[src/rtl/mem_responder_if.sv]
// Bus bundle for mem_responder: request/response handshake plus the
// synchronous-RAM port. The requester (master) also models the RAM read data.
interface mem_responder_if;
  logic        req;
  logic        wr;
  logic [1:0]  size;
  logic [31:0] address;
  logic [31:0] datain;
  logic [31:0] dataout;
  logic        ready;
  logic        busy;
  logic        addr_err;
  logic [7:0]  ram_addr;
  logic        ram_wr;
  logic [31:0] ram_din;
  logic [31:0] ram_dout;

  modport master (
    output req, wr, size, address, datain, ram_dout,
    input  dataout, ready, busy, addr_err, ram_addr, ram_wr, ram_din
  );

  modport slave (
    input  req, wr, size, address, datain, ram_dout,
    output dataout, ready, busy, addr_err, ram_addr, ram_wr, ram_din
  );
endinterface

[src/rtl/mem_responder.sv]
// Byte/half/word load-store responder in front of a 256x32 synchronous RAM.
// Optional misalignment detection: define MEM_RESPONDER_ALIGN_CHECK_EN.
module mem_responder (
  input  logic            clk,
  input  logic            rst,
  mem_responder_if.slave  bus
);

  typedef enum logic [2:0] {
    IDLE = 3'd0,
    RD   = 3'd1,
    WAIT = 3'd2,
    WR   = 3'd3,
    DONE = 3'd4
  } state_t;

  state_t      state_r;
  logic        wr_r;
  logic [1:0]  size_r;
  logic [1:0]  lane_r;
  logic [31:0] data_r;
  logic [31:0] dataout_r;
  logic        ready_r;
  logic        busy_r;
  logic        addr_err_r;
  logic [7:0]  ram_addr_r;
  logic        ram_wr_r;
  logic [31:0] ram_din_r;
  logic        misalign_s;
  logic        sub_word_s;
  logic        unused_addr_s;

  // Right-aligned, zero-extended lane of a RAM word (size 11 behaves as word).
  function automatic logic [31:0] extract_lane(input logic [31:0] word,
                                               input logic [1:0]  size,
                                               input logic [1:0]  lane);
    logic [31:0] res;
    res = 32'd0;
    case (size)
      2'b01: begin
        if (lane[1]) res = {16'd0, word[31:16]};
        else         res = {16'd0, word[15:0]};
      end
      2'b10: begin
        case (lane)
          2'd0:    res = {24'd0, word[7:0]};
          2'd1:    res = {24'd0, word[15:8]};
          2'd2:    res = {24'd0, word[23:16]};
          2'd3:    res = {24'd0, word[31:24]};
          default: res = 32'd0;
        endcase
      end
      default: res = word;
    endcase
    return res;
  endfunction

  // Replace only the addressed lane of the old word with right-aligned store data.
  function automatic logic [31:0] merge_lane(input logic [31:0] word,
                                             input logic [31:0] data,
                                             input logic [1:0]  size,
                                             input logic [1:0]  lane);
    logic [31:0] res;
    res = word;
    case (size)
      2'b01: begin
        if (lane[1]) res[31:16] = data[15:0];
        else         res[15:0]  = data[15:0];
      end
      2'b10: begin
        case (lane)
          2'd0:    res[7:0]   = data[7:0];
          2'd1:    res[15:8]  = data[7:0];
          2'd2:    res[23:16] = data[7:0];
          2'd3:    res[31:24] = data[7:0];
          default: res       = word;
        endcase
      end
      default: res = data;
    endcase
    return res;
  endfunction

  // Byte and half stores need a read-modify-write of the containing word.
  always_comb begin
    sub_word_s = 1'b0;
    case (bus.size)
      2'b01:   sub_word_s = 1'b1;
      2'b10:   sub_word_s = 1'b1;
      default: sub_word_s = 1'b0;
    endcase
  end

`ifdef MEM_RESPONDER_ALIGN_CHECK_EN
  // Misalignment of the request currently presented on the bus.
  always_comb begin
    misalign_s = 1'b0;
    case (bus.size)
      2'b01:   misalign_s = bus.address[0];
      2'b10:   misalign_s = 1'b0;
      default: misalign_s = (bus.address[1:0] != 2'b00);
    endcase
  end
`else
  // Without the check, low address bits are simply ignored where irrelevant.
  assign misalign_s = 1'b0;
`endif

  // Address bits above the 1 KiB window are deliberately ignored.
  assign unused_addr_s = ^bus.address[31:10];

  // Main FSM; every output is a register updated together with the state.
  always_ff @(posedge clk or posedge rst) begin
    if (rst) begin
      state_r    <= IDLE;
      wr_r       <= 1'b0;
      size_r     <= 2'b00;
      lane_r     <= 2'b00;
      data_r     <= 32'd0;
      dataout_r  <= 32'd0;
      ready_r    <= 1'b0;
      busy_r     <= 1'b0;
      addr_err_r <= 1'b0;
      ram_addr_r <= 8'd0;
      ram_wr_r   <= 1'b0;
      ram_din_r  <= 32'd0;
    end else begin
      case (state_r)
        IDLE: begin
          ready_r    <= 1'b0;
          addr_err_r <= 1'b0;
          ram_wr_r   <= 1'b0;
          if (bus.req) begin
            wr_r   <= bus.wr;
            size_r <= bus.size;
            lane_r <= bus.address[1:0];
            data_r <= bus.datain;
            busy_r <= 1'b1;
            if (misalign_s) begin
              state_r    <= DONE;
              ready_r    <= 1'b1;
              addr_err_r <= 1'b1;
              ram_addr_r <= 8'd0;
            end else if (bus.wr && !sub_word_s) begin
              state_r    <= WR;
              ram_addr_r <= bus.address[9:2];
              ram_wr_r   <= 1'b1;
              ram_din_r  <= bus.datain;
            end else begin
              state_r    <= RD;
              ram_addr_r <= bus.address[9:2];
            end
          end else begin
            state_r    <= IDLE;
            busy_r     <= 1'b0;
            ram_addr_r <= 8'd0;
          end
        end
        RD: begin
          state_r <= WAIT;
        end
        WAIT: begin
          // RAM data for the word index presented in RD is valid now.
          if (wr_r) begin
            state_r   <= WR;
            ram_wr_r  <= 1'b1;
            ram_din_r <= merge_lane(bus.ram_dout, data_r, size_r, lane_r);
          end else begin
            state_r    <= DONE;
            dataout_r  <= extract_lane(bus.ram_dout, size_r, lane_r);
            ram_addr_r <= 8'd0;
            ready_r    <= 1'b1;
          end
        end
        WR: begin
          state_r    <= DONE;
          ram_wr_r   <= 1'b0;
          ram_din_r  <= 32'd0;
          ram_addr_r <= 8'd0;
          ready_r    <= 1'b1;
        end
        DONE: begin
          state_r    <= IDLE;
          ready_r    <= 1'b0;
          addr_err_r <= 1'b0;
          busy_r     <= 1'b0;
        end
        default: begin
          state_r    <= IDLE;
          ready_r    <= 1'b0;
          addr_err_r <= 1'b0;
          busy_r     <= 1'b0;
          ram_addr_r <= 8'd0;
          ram_wr_r   <= 1'b0;
          ram_din_r  <= 32'd0;
        end
      endcase
    end
  end

  assign bus.dataout  = dataout_r;
  assign bus.ready    = ready_r;
  assign bus.busy     = busy_r;
  assign bus.addr_err = addr_err_r;
  assign bus.ram_addr = ram_addr_r;
  assign bus.ram_wr   = ram_wr_r;
  assign bus.ram_din  = ram_din_r;

endmodule

[src/flat_wrapper.sv]
// flat-port wrapper written by rule: the top's interface ports become plain ports
module mem_responder_flat 
  (clk, rst, bus_req, bus_wr, bus_size, bus_address, bus_datain, bus_ram_dout, bus_dataout, bus_ready, bus_busy, bus_addr_err, bus_ram_addr, bus_ram_wr, bus_ram_din);
  mem_responder_if bus_i ();
  input  logic clk;
  input  logic rst;
  input wire logic [$bits(bus_i.req)-1:0] bus_req;
  input wire logic [$bits(bus_i.wr)-1:0] bus_wr;
  input wire logic [$bits(bus_i.size)-1:0] bus_size;
  input wire logic [$bits(bus_i.address)-1:0] bus_address;
  input wire logic [$bits(bus_i.datain)-1:0] bus_datain;
  input wire logic [$bits(bus_i.ram_dout)-1:0] bus_ram_dout;
  output wire logic [$bits(bus_i.dataout)-1:0] bus_dataout;
  output wire logic [$bits(bus_i.ready)-1:0] bus_ready;
  output wire logic [$bits(bus_i.busy)-1:0] bus_busy;
  output wire logic [$bits(bus_i.addr_err)-1:0] bus_addr_err;
  output wire logic [$bits(bus_i.ram_addr)-1:0] bus_ram_addr;
  output wire logic [$bits(bus_i.ram_wr)-1:0] bus_ram_wr;
  output wire logic [$bits(bus_i.ram_din)-1:0] bus_ram_din;
  assign bus_i.req = bus_req;
  assign bus_i.wr = bus_wr;
  assign bus_i.size = bus_size;
  assign bus_i.address = bus_address;
  assign bus_i.datain = bus_datain;
  assign bus_i.ram_dout = bus_ram_dout;
  assign bus_dataout = bus_i.dataout;
  assign bus_ready = bus_i.ready;
  assign bus_busy = bus_i.busy;
  assign bus_addr_err = bus_i.addr_err;
  assign bus_ram_addr = bus_i.ram_addr;
  assign bus_ram_wr = bus_i.ram_wr;
  assign bus_ram_din = bus_i.ram_din;
  mem_responder u_core (.clk(clk), .rst(rst), .bus(bus_i));
endmodule
[config.mk]
export PLATFORM = sky130hd
export DESIGN_NAME = mem_responder_flat
export DESIGN_NICKNAME = d
export VERILOG_FILES = /design/src/rtl/mem_responder_if.sv /design/src/rtl/mem_responder.sv /design/src/flat_wrapper.sv
export SDC_FILE = /design/constraint.sdc
export NUM_CORES = 1
export LEC_CHECK = 0
export ABC_AREA = 1
export CAP_MARGIN = 20
export CORE_UTILIZATION = 44
export DETAILED_ROUTE_END_ITERATION = 10
export GPL_TIMING_DRIVEN = 0
export PLACE_DENSITY = 0.81
export SLEW_MARGIN = 30
export SYNTH_ARGS = -nofsm -noshare
export SYNTH_HDL_FRONTEND = slang
export SYNTH_SLANG_ARGS = --single-unit
[constraint.sdc]
create_clock -name clk -period 3.6 [get_ports clk]
set_input_delay 0.72 -clock clk [delete_from_list [all_inputs] [get_ports clk]]
set_output_delay 0.72 -clock clk [all_outputs]
set_load 0.02 [all_outputs]
==> impl.org <==
** Route
- The first TritonRoute pass finished after 6 iterations.
- After the first detailed-routing iteration, the DRC count stood at 539.
- The routed design has 21.31 mm of wire.
- The detailed router placed 6688 vias in this run.
- DR WL/cell :: 16.57 µm
- The count of nets left with antenna violations once routing finished came out at 0.
- After detailed routing, the number of remaining DRC violations is 0.
- Using the TritonRoute via totals, the vias-per-cell ratio works out to 5.201.

** GRT
- The number of antenna violations at the first check in global routing is 0.
- The number of global-route vias before repair came to 6248.
- Total global routing overflow :: 0
- Across every metal layer, demand over resource in global routing totals 0.2967.
- Largest net degree at the start of global routing :: 32
- Wire length of the first global-routing pass :: 33.22 mm

** Setup path
- For this run, the slowest stage of the critical path takes 0.49 ns.
- Register-to-register path setup slack :: 1.23 ns
- The worst setup path is of the flip-flop to flip-flop kind.
- The largest individual stage delay along the critical path comes from the cell sky130_fd_sc_hd__clkbuf_1.
- Data arrives at the worst endpoint at 2.65 ns.
- STA puts the critical path data required time at 3.88 ns.
- In this run the worst path has a maximum fanout of 10.
- Cells along the critical path :: inv_1, ha_1, inv_1, buf_2, clkbuf_1, clkbuf_1, o31ai_1
- STA classifies the critical path startpoint as a flip-flop.
- STA classifies the critical path endpoint as a flip-flop.

** Timing
- Setup Skew :: 0.006126 ns
- Relative slew slack :: 0.5043
- Number of setup violations in the final report :: 0
- Timing-limited maximum frequency :: 421.9 MHz
- The worst path needs 2.370 ns of the cycle, external delays included.
- Final max-slew violation count :: 0
- The number of hold-slack violations in the final timing report came to 0.
- Tightest Pin Transition :: 0.7379 ns
- Final period utilization :: 0.6584
- Setup repair after global routing left no endpoint under its margin.
- After routing, the total negative slack on setup checks comes to 0 ns.

** Clock tree
- Clock tree from TritonCTS :: done
- The number of setup buffers added after CTS is 0.
- Number of buffers between clock root and the deepest sink :: 2
- Number of sinks driven by the clock tree :: 115
- In this run, post-CTS repair resized a total of 0 instances.
- Counting the buffers created by CTS gives 17.
- Cell at the root of the clock tree :: sky130_fd_sc_hd__clkbuf_16
- Worst-Skew Late Latency :: 0.42 ns
- Hold bufs inserted after CTS :: 0
- Clock-pin slew was measured on the worst setup and hold paths at 0.05 ns.
- The H-tree was split into 4 levels.

** Floorplanning
- Die Outline Area :: 15230 µm²
- 178 I/O pins were placed.
- The floorplan has 43 rows.
- Floorplan die height :: 123.4 µm
- The initial utilization of the core area, before any placement, comes to 0.4582.
- In this run the standard cell core region covers 14150 µm².
- The die is 123.4 µm wide.

** Synth
- The Yosys step of the flow raised 0 warnings.
- In this run the cell area of the synthesized design comes to 6484 µm².
- The number of different library cells used by synthesis comes to 29.
- Fraction of synthesized cell area taken by the top area cell type :: 0.4438
- Top cells by area in the synthesized netlist :: sky130_fd_sc_hd__dfrtp_1, sky130_fd_sc_hd__nand2_1, sky130_fd_sc_hd__nand3_1, sky130_fd_sc_hd__nor2_1, sky130_fd_sc_hd__mux2_1
- Sequential share of the synthesized area :: 0.4438
- Total nets after synthesis :: 1023
- After synthesis the netlist holds a flip-flop and latch count of 115.
- Synthesis produced a netlist whose cell count is 918.
- Cell type with the largest total area after synthesis :: sky130_fd_sc_hd__dfrtp_1
- A synthesized cell averages 7.063 µm².

** Layout
- Count of fill cells added during filler insertion :: 1293
- Commonest non-fill, non-tap cell in the layout :: sky130_fd_sc_hd__nand2_1
- Final cell utilization of the core :: 0.6315
- The area growth from synthesis to layout is 37.82%.
- Of the cells placed in the final design, the portion with a size suffix greater than 1 is 0.05335.
- In the final design database the tool counted 1199 nets.
- Most frequent cells in the layout :: sky130_fd_sc_hd__nand2_1, sky130_fd_sc_hd__clkdlybuf4s50_1, sky130_fd_sc_hd__dfrtp_1
- The repair_antennas step left the layout with diodes totalling 0.

** Run
- Max-cap violations in this run came to 0.

** Pwr
- Of the total power, the share spent switching nets is 0.4654.
- Sequential share of power :: 0.252
- Overall power consumption after layout is estimated at 9.015 mW.
- Power density over cell area :: 1009 nW/µm²
- The share of total power dissipated in combinational logic is 0.557.
- Summed over all nets, the switching power comes to 4.195 mW.
- Lkg Pwr :: 4.411 nW
- The share of total power dissipated in the clock network is 0.192.
- Internal power comes to 4.820 mW.
- The worst-case IR drop observed on VDD is 507.5 µV.

** Outcome
- The flow ran to the end, and the final reports show no timing, DRC or antenna violations.

** Placed design
- Number of buffers inserted by port buffering :: 153
- Placer Congestion :: 0.9955
- DP HPWL :: 16.28 mm

** Min path
- The path class of the tightest hold or removal check is flip-flop to flip-flop.
[worst paths after layout]
| check | startpoint | endpoint | cells past startpoint |
|---|---|---|---|
| setup / recovery | u_core.size_r[0]$_DFFE_PP0N_ | u_core.bus.dataout[17]$_DFFE_PP0N_ | 7 |
| hold / removal | u_core.bus.ram_din[15]$_DFFE_PP0P_ | u_core.bus.ram_din[15]$_DFFE_PP0P_ | 2 |
| setup reg to reg | u_core.size_r[0]$_DFFE_PP0N_ | u_core.bus.dataout[17]$_DFFE_PP0N_ | 7 |
| hold reg to reg | u_core.bus.ram_din[15]$_DFFE_PP0P_ | u_core.bus.ram_din[15]$_DFFE_PP0P_ | 2 |
| max in group asynchronous | rst | u_core.data_r[13]$_DFFE_PP0N_ | 5 |
| min in group asynchronous | rst | u_core.bus.ram_addr[4]$_DFFE_PP0P_ | 2 |
[power groups by stage]
stage                     Sequential (mW)  Combinational [mW]  Clock [mW]
after floorplan                      2.63                2.71           0
after global placement               2.26                4.86           0
after detailed placement             2.27                4.94           0
after CTS                            2.27                4.98        1.74
after global routing                 2.34                5.54        1.80
final                                2.27                5.02        1.73
[per-layer routing]
metal | part of all wire | routed length (µm) | up-vias | GRT usage
met5 | 0 | 0 | - | 0
met4 | 0.031 | 654 | 0 | 0.1242
met3 | 0.075 | 1598 | 44 | 0.05858
met2 | 0.46 | 9774 | 303 | 0.4686
met1 | 0.44 | 9286 | 3088 | 0.3973
li1 | - | - | 3253 | -
[synthesized netlist by cell type]
cell,n
sky130_fd_sc_hd__nor3_1,1
sky130_fd_sc_hd__o2bb2ai_1,1
sky130_fd_sc_hd__nand2_2,1
sky130_fd_sc_hd__clkinv_1,1
sky130_fd_sc_hd__o31ai_1,16
sky130_fd_sc_hd__buf_4,1
sky130_fd_sc_hd__nand2b_1,1
sky130_fd_sc_hd__clkbuf_1,25
sky130_fd_sc_hd__nand4_1,1
sky130_fd_sc_hd__nand2_1,386
sky130_fd_sc_hd__a21oi_2,1
sky130_fd_sc_hd__mux2_2,4
sky130_fd_sc_hd__a21oi_1,20
sky130_fd_sc_hd__conb_1,1
sky130_fd_sc_hd__inv_2,1
sky130_fd_sc_hd__dfrtp_1,115
sky130_fd_sc_hd__a22oi_1,8
sky130_fd_sc_hd__o21ai_1,1
sky130_fd_sc_hd__nor2_1,88
sky130_fd_sc_hd__mux2_1,28
sky130_fd_sc_hd__nand3b_1,1
sky130_fd_sc_hd__nand3_1,74
sky130_fd_sc_hd__o21ai_0,42
sky130_fd_sc_hd__inv_1,74
sky130_fd_sc_hd__buf_2,17
sky130_fd_sc_hd__ha_1,3
sky130_fd_sc_hd__o211ai_1,1
sky130_fd_sc_hd__buf_1,4
sky130_fd_sc_hd__nor3_4,1
[flip-flops by register name (all words and copies together) (netlist names)]
name	count
u_core.bus.dataout	32
u_core.state_r	3
u_core.bus.busy	1
u_core.bus.ram_din	32
u_core.bus.ram_wr	1
u_core.lane_r	2
u_core.size_r	2
u_core.bus.ram_addr	8
u_core.bus.ready	1
u_core.wr_r	1
u_core.data_r	32
[metrics by stage]
stage	instances	setup slack [ns]	hold slack (ns)	cell area (µm²)
floorplan	918	1.481	0.4649	6487
global placement	1251	0.4045	0.4656	8244
detailed placement	1255	1.136	0.4656	8332
CTS	1286	1.290	0.4826	8936
global route	1286	1.066	0.5034	8936
finish	1286	1.230	0.4755	8936
[critical path: cells and delay by family, from the launching register on]
kind,cells,cell delay (ns)
DFF,1,0.37
AOI/OAI and AO/OA,1,0.17
adders and majority gates,1,0.31
buffers and inverters,5,1.37
[layout make-up]
cell class              count  area, µm²  share of cell area
well taps                 180      225.2             0.02520
flip-flops and latches    115       2878              0.3220
plain buffers              47      201.4             0.02254
clock inverters             8      126.4             0.01414
inverters                  76      289.0             0.03234
clock buffers              23      478.0             0.05349
repair buffers            157       1619              0.1812
multi-input cells         680       3119              0.3491
[cell families after synthesis]
| kind of cell | after synthesis | synth area share |
|---|---|---|
| other cells | 1 | 0.0005784 |
| buf+inv | 123 | 0.07507 |
| simple gates | 554 | 0.3389 |
| flops | 115 | 0.4438 |
| mux | 32 | 0.05558 |
| compound gates | 90 | 0.08028 |
| fa+ha+maj | 3 | 0.005790 |
Power figures use the tool's default switching activity.
